==> config.mk <==
export PLATFORM = sky130hd
export DESIGN_NAME = fetch_stage
export DESIGN_NICKNAME = d
export VERILOG_FILES = /design/src/rtl/fetch_stage.sv
export SDC_FILE = /design/constraint.sdc
export NUM_CORES = 1
export LEC_CHECK = 0
export ABC_AREA = 1
export CAP_MARGIN = 40
export CELL_PAD_IN_SITES_DETAIL_PLACEMENT = 0
export CELL_PAD_IN_SITES_GLOBAL_PLACEMENT = 1
export CORE_MARGIN = 8
export CORE_UTILIZATION = 41
export DETAILED_ROUTE_END_ITERATION = 8
export PLACE_DENSITY_LB_ADDON = 0.3
export RECOVER_POWER = 25
export SYNTH_ARGS = -nofsm -noshare
export SYNTH_HDL_FRONTEND = slang
export SYNTH_SLANG_ARGS = --single-unit
==> constraint.sdc <==
create_clock -name i_clock -period 10.08 [get_ports i_clock]
set_clock_uncertainty 0.2 [all_clocks]
set_input_delay 2.016 -clock i_clock [delete_from_list [all_inputs] [get_ports i_clock]]
set_output_delay 2.016 -clock i_clock [all_outputs]
set_load 0.005 [all_outputs]
==> src/rtl/fetch_stage.sv <==
// Instruction fetch: one outstanding imem read feeding a 2-entry {instruction, pc+4} buffer.
// Redirects flush the buffer and refetch; a read overtaken by a redirect is dropped on return.
module fetch_stage #(
    parameter int                N_BITS     = 32,
    parameter logic [N_BITS-1:0] RESET_PC   = '0,
    parameter logic [N_BITS-1:0] HALT_INSTR = '1
) (
    input  logic              i_clock,
    input  logic              i_reset,
    input  logic              i_enable,
    input  logic              i_stall,
    input  logic              i_redirect,
    input  logic [N_BITS-1:0] i_redirect_pc,
    output logic              o_imem_req,
    output logic [N_BITS-1:0] o_imem_addr,
    input  logic              i_imem_ack,
    input  logic [N_BITS-1:0] i_imem_data,
    output logic [N_BITS-1:0] o_instruction,
    output logic [N_BITS-1:0] o_pc_next,
    output logic              o_valid,
    output logic              o_halted
);

    typedef enum logic [1:0] {S_IDLE, S_WAIT, S_DROP, S_HALTED} state_e;

    state_e            state_q;
    logic [N_BITS-1:0] pc_q, pc_d;
    logic [1:0]        count_q, count_d;
    logic              wr_ptr_q, rd_ptr_q;
    logic [N_BITS-1:0] instr_q [2];
    logic [N_BITS-1:0] pcn_q   [2];

    logic issue, enq, pop;

    assign issue = i_reset && (state_q == S_IDLE) && i_enable
                   && (count_q != 2'd2) && !i_redirect;
    assign enq   = (state_q == S_WAIT) && i_imem_ack && !i_redirect;
    assign pop   = (count_q != 2'd0) && !i_stall;

    always_comb begin
        count_d = count_q + {1'b0, enq} - {1'b0, pop};
        pc_d    = pc_q;
        if (i_redirect)
            pc_d = i_redirect_pc;
        else if (issue)
            pc_d = pc_q + N_BITS'(4);
    end

    // NOTE: sequential state uses non-blocking assignments so every register sees pre-edge values.
    always_ff @(posedge i_clock) begin
        if (!i_reset) begin
            state_q  <= S_IDLE;
            pc_q     <= RESET_PC;
            count_q  <= '0;
            wr_ptr_q <= 1'b0;
            rd_ptr_q <= 1'b0;
        end else begin
            pc_q <= pc_d;
            if (i_redirect) begin
                count_q  <= '0;
                wr_ptr_q <= 1'b0;
                rd_ptr_q <= 1'b0;
                // A read still in flight must be swallowed unless it completes this very cycle.
                if ((state_q == S_WAIT || state_q == S_DROP) && !i_imem_ack)
                    state_q <= S_DROP;
                else
                    state_q <= S_IDLE;
            end else begin
                count_q <= count_d;
                if (enq) wr_ptr_q <= ~wr_ptr_q;
                if (pop) rd_ptr_q <= ~rd_ptr_q;
                case (state_q)
                    S_IDLE:  if (issue) state_q <= S_WAIT;
                    S_WAIT:  if (i_imem_ack)
                                 state_q <= (i_imem_data == HALT_INSTR) ? S_HALTED : S_IDLE;
                    S_DROP:  if (i_imem_ack) state_q <= S_IDLE;
                    default: ;
                endcase
            end
        end
    end

    // NOTE: buffer payload is not reset; count_q qualifies it and the outputs are masked when empty.
    // pc_q already holds the outstanding request address + 4 while in WAIT.
    always_ff @(posedge i_clock) begin
        if (enq) begin
            instr_q[wr_ptr_q] <= i_imem_data;
            pcn_q[wr_ptr_q]   <= pc_q;
        end
    end

    assign o_imem_req    = issue;
    assign o_imem_addr   = pc_q;
    assign o_valid       = (count_q != 2'd0);
    assign o_instruction = o_valid ? instr_q[rd_ptr_q] : '0;
    assign o_pc_next     = o_valid ? pcn_q[rd_ptr_q]   : '0;
    assign o_halted      = (state_q == S_HALTED);

endmodule

==> metrics.txt, run 1 <==
max-slew violations 0; static leakage 3.701 nW; global placement routability congestion 0.8040; via count 5924; Root Driver clkbuf_16; Sw Pwr 0.3319 mW; worst hold path class reg -> reg; final worst path period need 6.062 ns; effective utilization at floorplan 0.4169; met2 usage 0.2728; DIE AREA 22840 um^2; CTS H-tree lvls 4; Pint 1.170 mW; max cap viols 0; core area 17960 um^2; Reg area 4626 um^2; Seq pwr share 0.512; Worst setup EP type output port; placement row count 49; post-CTS setup repair buffer count 0; HPWL Detailed 13440 um; Nets 1054; cell taking the most area after synthesis edfxtp_1; Syn-to-layout area delta 33.52%; Warnings, synthesis 0; worst rel slew slack 0.5029; CP Class in -> out; crit path DAT 3.85 ns; post-synthesis sequential area ratio 0.6175; syn_area_per_cell 9.200 um^2; register bit total from synthesis 167; Post-synth ARST share 0; Detailed Routing Iterations Pass 1 5; Tcrit/Tclk final 0.6014; Synthesized Nets 891; GR Util All Layers 0.1755; Crit Path Max Fanout 30; most common cell in the synthesized netlist nand2_1; count of unique library cells instantiated by Yosys 31; first-pass GRT wire length 30680 um; Die Height 151.1 um; drt drc 0; final setup violation count 0; DRT antenna net count 0; met1 Use GR 0.2382; filler instances 1632; clk sinks 167; Total Power 1.502 mW; EDFF count, synth 128; FF-to-FF setup slack 7.30 ns; GR Util met3 0.04272; Reg clk slew, reported paths 0.06 ns; top_reg_cell synth edfxtp_1; Cell Count, Final, Fillers Out 1220; Switching Share 0.2210; top cells by area, synth edfxtp_1, nand2_1, dfxtp_1, a21oi_1, nor2_1; Port Buffers 168; Hold Vio Cnt, Final 0; largest net degree at the start of global routing 66; # IOs 169; critical path data required time 7.86 ns; share of layout cells above drive strength 1 0.05859; Worst Hold Depth 1; clk_lat worst skew 0.42 ns; placed cells 1187; RSZ-0062 raised after global routing false; FMAX 165.0 MHz; via/cell ratio 4.856; Worst Tran Pin Value 0.7456 ns; peak supply drop 130.2 uV; outcome finished clean; Gate Count Post-Synth 814; Initial DRC Count 388; Post-CTS Resized 0; PD cells 150.2 nW/um^2; routed len/inst 16.13 um; vias in the first global route 5702; CTS max path bufs 2; antenna violations before repair 0; global routing's busiest layer met2; Synth top area share 0.5133; Die X 151.1 um; CTS tree built; Clk pwr share 0.421; Comb power frac 0.066; CTS Hold Bufs 0; Post-Syn Area 7488 um^2; grt total ovfl 0; worst reg2reg path depth 9; area of the multi-input gates 2524 um^2; Routed WL 19680 um; crit path launch type input port; Post-synth top cells nand2_1, edfxtp_1, a21oi_1; cts bufs inserted 17; setup TNS 0 ns
## cell type report
class                   instances  area share
well taps                     229     0.02866
inverters                      62     0.02328
clock inverters                15     0.01527
flip-flops and latches        167      0.4626
clock buffers                  17     0.04255
multi-input cells             553      0.2524
repair buffers                176      0.1749
diodes                          1   0.0002503
## state kept, by name, summed over array words and instances, names as in the netlist, named ones only
| signal | flops |
|---|---|
| instr_q | 64 |
| rd_ptr_q | 1 |
| wr_ptr_q | 1 |
| pcn_q | 64 |
| state_q | 2 |
| count_q | 2 |
| o_imem_addr | 32 |
## power groups by stage
| stage | Combinational, mW | Clock (mW) | Sequential (mW) |
|---|---|---|---|
| 2_1_floorplan | 0.0394 | 0 | 0.779 |
| 4_1_cts | 0.102 | 0.645 | 0.769 |
| 3_5_place_dp | 0.101 | 0 | 0.784 |
| 6_report | 0.0995 | 0.633 | 0.769 |
| 5_1_grt | 0.111 | 0.671 | 0.771 |
| 3_3_place_gp | 0.0997 | 0 | 0.784 |
## critical path: stages
cell	delay, ns
clkdlybuf4s50_1	0.56
nand4_2	0.19
nor2_2	0.12
buf_4	0.35
clkdlybuf4s50_1	0.59
## path summary, 6_finish.rpt
check	endpoint	start
setup / recovery	o_imem_req	i_reset
hold / removal	register	rd_ptr_q
setup reg to reg	count_q[1]	count_q[1]
hold reg to reg	register	rd_ptr_q
## cells in the final DEF, fill, tap and decap left out, types with 6 or more instances in the layout
cell	synthesis	routed
nand2_1	302	302
clkdlybuf4s50_1	0	151
edfxtp_1	128	128
a21oi_1	94	94
inv_1	60	60
nor2_1	63	59
dfxtp_1	39	38
nand3_1	23	23
o21ai_0	22	22
clkbuf_16	0	17
dlygate4sd3_1	0	17
xor2_1	11	11
a31oi_1	7	7
ha_1	7	7
buf_4	1	7
nor2_4	3	6
## stage by stage
stage / worst slack, ns / utilization / area (um^2) / hold WS, ns
CTS: 4.039 / 0.5565 / 9996 / 0.2429
global placement: 4.084 / 0.5234 / 9403 / 0.2294
finish: 4.018 / 0.5566 / 9998 / 0.2453
global route: 3.947 / 0.5565 / 9996 / 0.2965
detailed placement: 4.056 / 0.5243 / 9418 / 0.2370
floorplan: 4.241 / - / 7488 / 0.2255
## logic make-up (layout without fill, tap and decap cells)
| logic type | Yosys count | count (layout) | synth area share |
|---|---|---|---|
| XOR/XNOR | 12 | 12 | 0.01403 |
| adder cells (fa/ha/maj) | 7 | 7 | 0.01170 |
| flip-flops | 167 | 167 | 0.6175 |
| AO/OA/AOI/OAI | 126 | 126 | 0.08638 |
| other | 0 | 1 | 0 |
| AND/OR/NAND/NOR | 408 | 408 | 0.2216 |
| buffers and inverters | 94 | 270 | 0.04879 |
## routing by layer
metal,up-vias,share of wire
li1,3013,-
met4,0,0.0098
met2,169,0.44
met3,17,0.072
met1,2725,0.48
met5,-,0
No activity file was read; power rests on OpenSTA's default activity.
==> run 2, diff against run 1 <==
--- a/config.mk
+++ b/config.mk
@@ -10,7 +10,7 @@
 export CELL_PAD_IN_SITES_DETAIL_PLACEMENT = 0
 export CELL_PAD_IN_SITES_GLOBAL_PLACEMENT = 1
 export CORE_MARGIN = 8
-export CORE_UTILIZATION = 41
+export CORE_UTILIZATION = 34
 export DETAILED_ROUTE_END_ITERATION = 8
 export PLACE_DENSITY_LB_ADDON = 0.3
 export RECOVER_POWER = 25
==> constraint.sdc (replaced) <==
create_clock -name i_clock -period 5.38 [get_ports i_clock]
set_clock_uncertainty 0.2 [all_clocks]
set_input_delay 1.076 -clock i_clock [delete_from_list [all_inputs] [get_ports i_clock]]
set_output_delay 1.076 -clock i_clock [all_outputs]
set_load 0.005 [all_outputs]
==> run 2 against run 1 <==
Against the previous run: routed wire length up 6.7%; non-clock buffer count up 1; cell count up 4.2%; clock-buffer cell count unchanged; core utilization down 9.1 points; critical path depth down 2; first-iteration DRC count down 10%; register-to-register slack worse by 4.4 ns; design area up 1.4%; global-route usage down 2.1 points; critical path type unchanged; largest cell class unchanged; largest power group unchanged; highest routed layer unchanged.
==> metrics.txt, run 2 (synthesis gave the netlist of run 1 again) <==
Cell Count, Final, Fillers Out 1271 (+4.2%); Tcrit/Tclk final 0.7547; drt drc 0 (unchanged); Nets 1055 (+0.095%); largest net degree at the start of global routing 65 (-1.5%); Post-CTS Resized 0 (unchanged); via/cell ratio 4.676 (-3.7%); launch point of the worst reg-to-reg path state_q[1]; DRT antenna net count 0 (unchanged); critical path data required time 4.10 ns (-3.76 ns); final setup violation count 0 (unchanged); outcome finished clean; filler instances 2093 (+28%); via count 5943 (+0.32%); setup TNS 0 ns (unchanged); share of layout cells above drive strength 1 0.06357 (+0.004986); Detailed Routing Iterations Pass 1 5 (unchanged); placed cells 1239 (+4.4%); placement row count 54 (+10%); Crit Path Max Fanout 17 (-43%); PD cells 282.4 nW/um^2 (+88%); worst rel slew slack 0.5071 (+0.004244); cts bufs inserted 17 (unchanged); CP Class in -> out; CTS tree built; clk sinks 167 (unchanged); final worst path period need 4.060 ns; static leakage 3.741 nW (+1.1%); core area 21760 um^2 (+21%); post-CTS setup repair buffer count 0 (unchanged); grt total ovfl 0 (unchanged); HPWL Detailed 14770 um (+9.9%); FMAX 246.3 MHz; max cap viols 0 (unchanged); # IOs 169 (unchanged); DIE AREA 27030 um^2 (+18%); Reg clk slew, reported paths 0.07 ns (about the same); CTS Hold Bufs 0 (unchanged); Worst Setup SP i_redirect; reg2reg end pcn_q[0][3]; Syn-to-layout area delta 35.40%; global placement routability congestion 0.7871 (-2.1%); most common cell after layout, fill and taps aside nand2_1; Root Driver clkbuf_16; Worst Tran Pin Value 0.7375 ns (-0.008116 ns); vias in the first global route 5515 (-3.3%); FF-to-FF setup slack 2.93 ns (-4.37 ns); Die Height 164.4 um (+8.8%); routed len/inst 16.52 um (+2.5%); clk_lat worst skew 0.43 ns (about the same); max-slew violations 0 (unchanged); Die X 164.4 um (+8.8%); Routed WL 21000 um (+6.7%); crit path launch type input port; worst reg2reg path depth 5 (-4); antenna cells 0 (-1); GR Util All Layers 0.1546 (-0.02092); Hold Vio Cnt, Final 0 (unchanged); RSZ-0062 raised after global routing false; worst hold path class reg -> reg; commonest non-fill, non-tap cells in the layout nand2_1, clkdlybuf4s50_1, edfxtp_1, a21oi_1, inv_1; peak supply drop 191.6 uV (+47%); CTS max path bufs 2 (unchanged); Final Util 0.4661 (-0.09052); Port Buffers 168 (unchanged); first-pass GRT wire length 31860 um (+3.8%); effective utilization at floorplan 0.3442 (-0.07267); antenna violations before repair 0 (unchanged); crit path DAT 2.78 ns (-1.07 ns); Worst setup EP type output port; CTS H-tree lvls 4 (unchanged); Initial DRC Count 349 (-10%); CP endpoint o_imem_req
-- run 2: stage by stage --
stage                     setup WS [ns]  cell area (um^2)  total power [mW]  hold WS, ns
after floorplan                  0.4809              7488             1.532       0.2255
after global placement            1.319              9492             1.661       0.2321
after detailed placement          1.244              9539             1.665       0.2383
after CTS                         1.299             10140             2.887       0.2617
after global routing              1.204             10140             2.960       0.2807
final                             1.320             10140             2.863       0.2612
-- run 2: per-layer routing --
layer / up-vias / GRT usage / part of all wire
li1: 3019 / - / -
met1: 2752 / 0.2096 / 0.47
met2: 158 / 0.2467 / 0.47
met3: 14 / 0.03141 / 0.057
met4: 0 / 0.04423 / 0.0083
met5: - / 0 / 0
-- run 2: how the worst min path moves through the flow --
| stage | cells past startpoint | endpoint | startpoint | slack, ns |
|---|---|---|---|---|
| global route | 1 | rd_ptr_q | rd_ptr_q | 0.28 |
| detailed placement | 1 | register | rd_ptr_q | 0.24 |
| CTS | 1 | rd_ptr_q | rd_ptr_q | 0.26 |
| finish | 1 | rd_ptr_q | rd_ptr_q | 0.26 |
| floorplan | 1 | register | rd_ptr_q | 0.23 |
| global placement | 1 | register | rd_ptr_q | 0.23 |
-- run 2: power breakdown --
part / leakage [nW] / internal (mW) / switching (mW) / total (mW)
clock: 0.291 / 0.668 / 0.564 / 1.23
combinational: 1.97 / 0.101 / 0.0886 / 0.190
sequential: 1.48 / 1.41 / 0.0346 / 1.44
-- run 2: layout make-up --
| type | count | area [um^2] | share of cell area |
|---|---|---|---|
| Multi-Input combinational cell | 553 | 2524 | 0.2489 |
| Tap cell | 280 | 350.3 | 0.03455 |
| Clock buffer | 17 | 425.4 | 0.04195 |
| Timing Repair Buffer | 177 | 1807 | 0.1782 |
| Sequential cell | 167 | 4626 | 0.4562 |
| Clock inverter | 15 | 175.2 | 0.01728 |
| Inverter | 62 | 232.7 | 0.02295 |
-- run 2: critical path: stages --
cell and delay (ns):
clkdlybuf4s50_1 0.78, nor2_2 0.36, clkdlybuf4s50_1 0.55
==> patch: new RTL, settings of run 1 <==
`N_BITS`: 32 -> 40.
--- a/src/rtl/fetch_stage.sv
+++ b/src/rtl/fetch_stage.sv
@@ -2,5 +2,5 @@
 // Redirects flush the buffer and refetch; a read overtaken by a redirect is dropped on return.
 module fetch_stage #(
-    parameter int                N_BITS     = 32,
+    parameter int                N_BITS     = 40,
     parameter logic [N_BITS-1:0] RESET_PC   = '0,
     parameter logic [N_BITS-1:0] HALT_INSTR = '1
Interface: changed (5 resized); port bits go from 169 to 209. No check against the original RTL was run, so the function may have changed too.
==> patch against run 1 <==
Total power up 30%; design area up 25%; synthesized area up 25%; critical endpoint unchanged; hold slack worse by 2.0 ps; die area up 22%; wire length up 31%; worst setup slack worse by 140 ps; sequential cell count up 40; register-to-register slack worse by 350 ps; largest cell class unchanged.
==> patch: results (changes against run 1) <==
* Layout Cells excl Fill at 1,507 (+24%)
* Min Hold Slack at 243 ps (-2.04 ps)
* Met2 Use GR at 0.304 (+0.0313)
* Sw Ratio at 0.214 (-0.00713)
* Nets at 1,300 (+23%)
* Area of the multi-input gates at 3190 um2 (+27%)
* Inverters at 61 (-1.6%)
* Register area at 5750 um2 (+24%)
* Worst-Margin Slew at 843 ps (+97.3 ps)
* R2R setup slack at 6950 ps (-350 ps)
* Sequential cell area fraction in the yosys report at 0.616 (-0.00183)
* H-tree levels at 1 (-3)
* Signal buffers share of area at 0.175 (+0.000422)
* Placed inst area at 11,700 um2 (+24%)
* Clock latency on the worst-skew pair at 500 ps (+80 ps)
* Cells after Synth at 1,007 (+24%)
* Outcome: completed
* Static Leak at 4.42 nW (+19%)
* Slowest-stage cell, CP: clkdlybuf4s50_1
* Slowest stage delay, CP at 670 ps (+80 ps)
* Buffers, non-clock at 217 (+23%)
* Synth unique cells at 33 (+6.5%)
* Met1 WL at 11.8 mm (+25%)
* Cts bufs inserted at 23 (+6)
* Via/cell ratio at 4.89 (+0.68%)
* Routability cong. at 0.823 (+2.3%)
* CP Max Fanout at 35 (+17%)
* Clock buf count at 29 (+12)
* Net Count, Synth at 1,100 (+23%)
* Initial Utilization at 0.415 (-0.00219)
* GRT met1 Usage at 0.251 (+0.0128)
* Util after Layout at 0.555 (-0.00174)
* IO buf count at 208 (+24%)
* Tot GR Track Use at 0.185 (+0.00916)
* Clk power at 0.000854 W (+35%)
* Worst EP arrival at 3980 ps (+130 ps)
* Synth top area cells: edfxtp_1 (51%), nand2_1 (14%), dfxtp_1 (10%)
* Layout cells sized above 1 at 0.0663 (+0.00770)
* Clk tree area frac at 0.0614 (+0.00361)
* Ant. Diodes at 0 (-1)
* Post-synth EDFFs at 160 (+25%)
* CTS Buffer Depth at 3 (+1)
* Antenna violations before repair at 0 (unchanged)
* Sequential fraction of design power at 0.492 (-0.020)
* Global-route wire length before repair at 41.4 mm (+35%)
* Met3 WL post-DR at 1.31 mm (-7.3%)
* #MultiIn Comb at 697 (+26%)
* Post-Place Worst Slack at 3880 ps (-175 ps)
* M3 GR Usage at 0.0357 (-0.00703)
* Final WL at 25.8 mm (+31%)
* Metal2 WL at 12.3 mm (+43%)
* Largest net degree at the start of global routing at 75 (+14%)
* Seq power at 0.000963 W (+25%)
* Final HPWL DP at 17.9 mm (+33%)
* DR pass1 iterations at 7 (+2)
* Seq cells post-synth at 207 (+24%)
* Vias in the first global route at 7,301 (+28%)
* Initial DRC count at 452 (+16%)
* Tcrit/Tclk final at 0.615 (+0.0136)
[patch: cell count changes in the layout (fill, tap and decap cells not counted), moves of 12 or more]
cell | before | now
nand2_1 | 302 | 350
nand3_1 | 23 | 35
a21oi_1 | 94 | 114
nor2_1 | 59 | 84
edfxtp_1 | 128 | 160
o21ai_0 | 22 | 35
clkdlybuf4s50_1 | 151 | 187
[patch: cell families after synthesis]
kind of cell | after synthesis | share of synthesized area
AO/OA/AOI/OAI | 163 | 0.0893
XOR/XNOR | 11 | 0.0103
adder cells (fa/ha/maj) | 7 | 0.00939
buffers and inverters | 103 | 0.0444
flip-flops | 207 | 0.616
AND/OR/NAND/NOR | 516 | 0.231
[patch: path summary, 6_finish.rpt]
check | from | cells past startpoint | endpoint
setup / recovery | i_reset | 5 | o_imem_req
hold / removal | rd_ptr_q$_SDFFE_PP0P_ | 1 | flip-flop
setup reg to reg | count_q[1]$_SDFF_PP0_ | 9 | count_q[1]$_SDFF_PP0_
hold reg to reg | rd_ptr_q$_SDFFE_PP0P_ | 1 | flip-flop
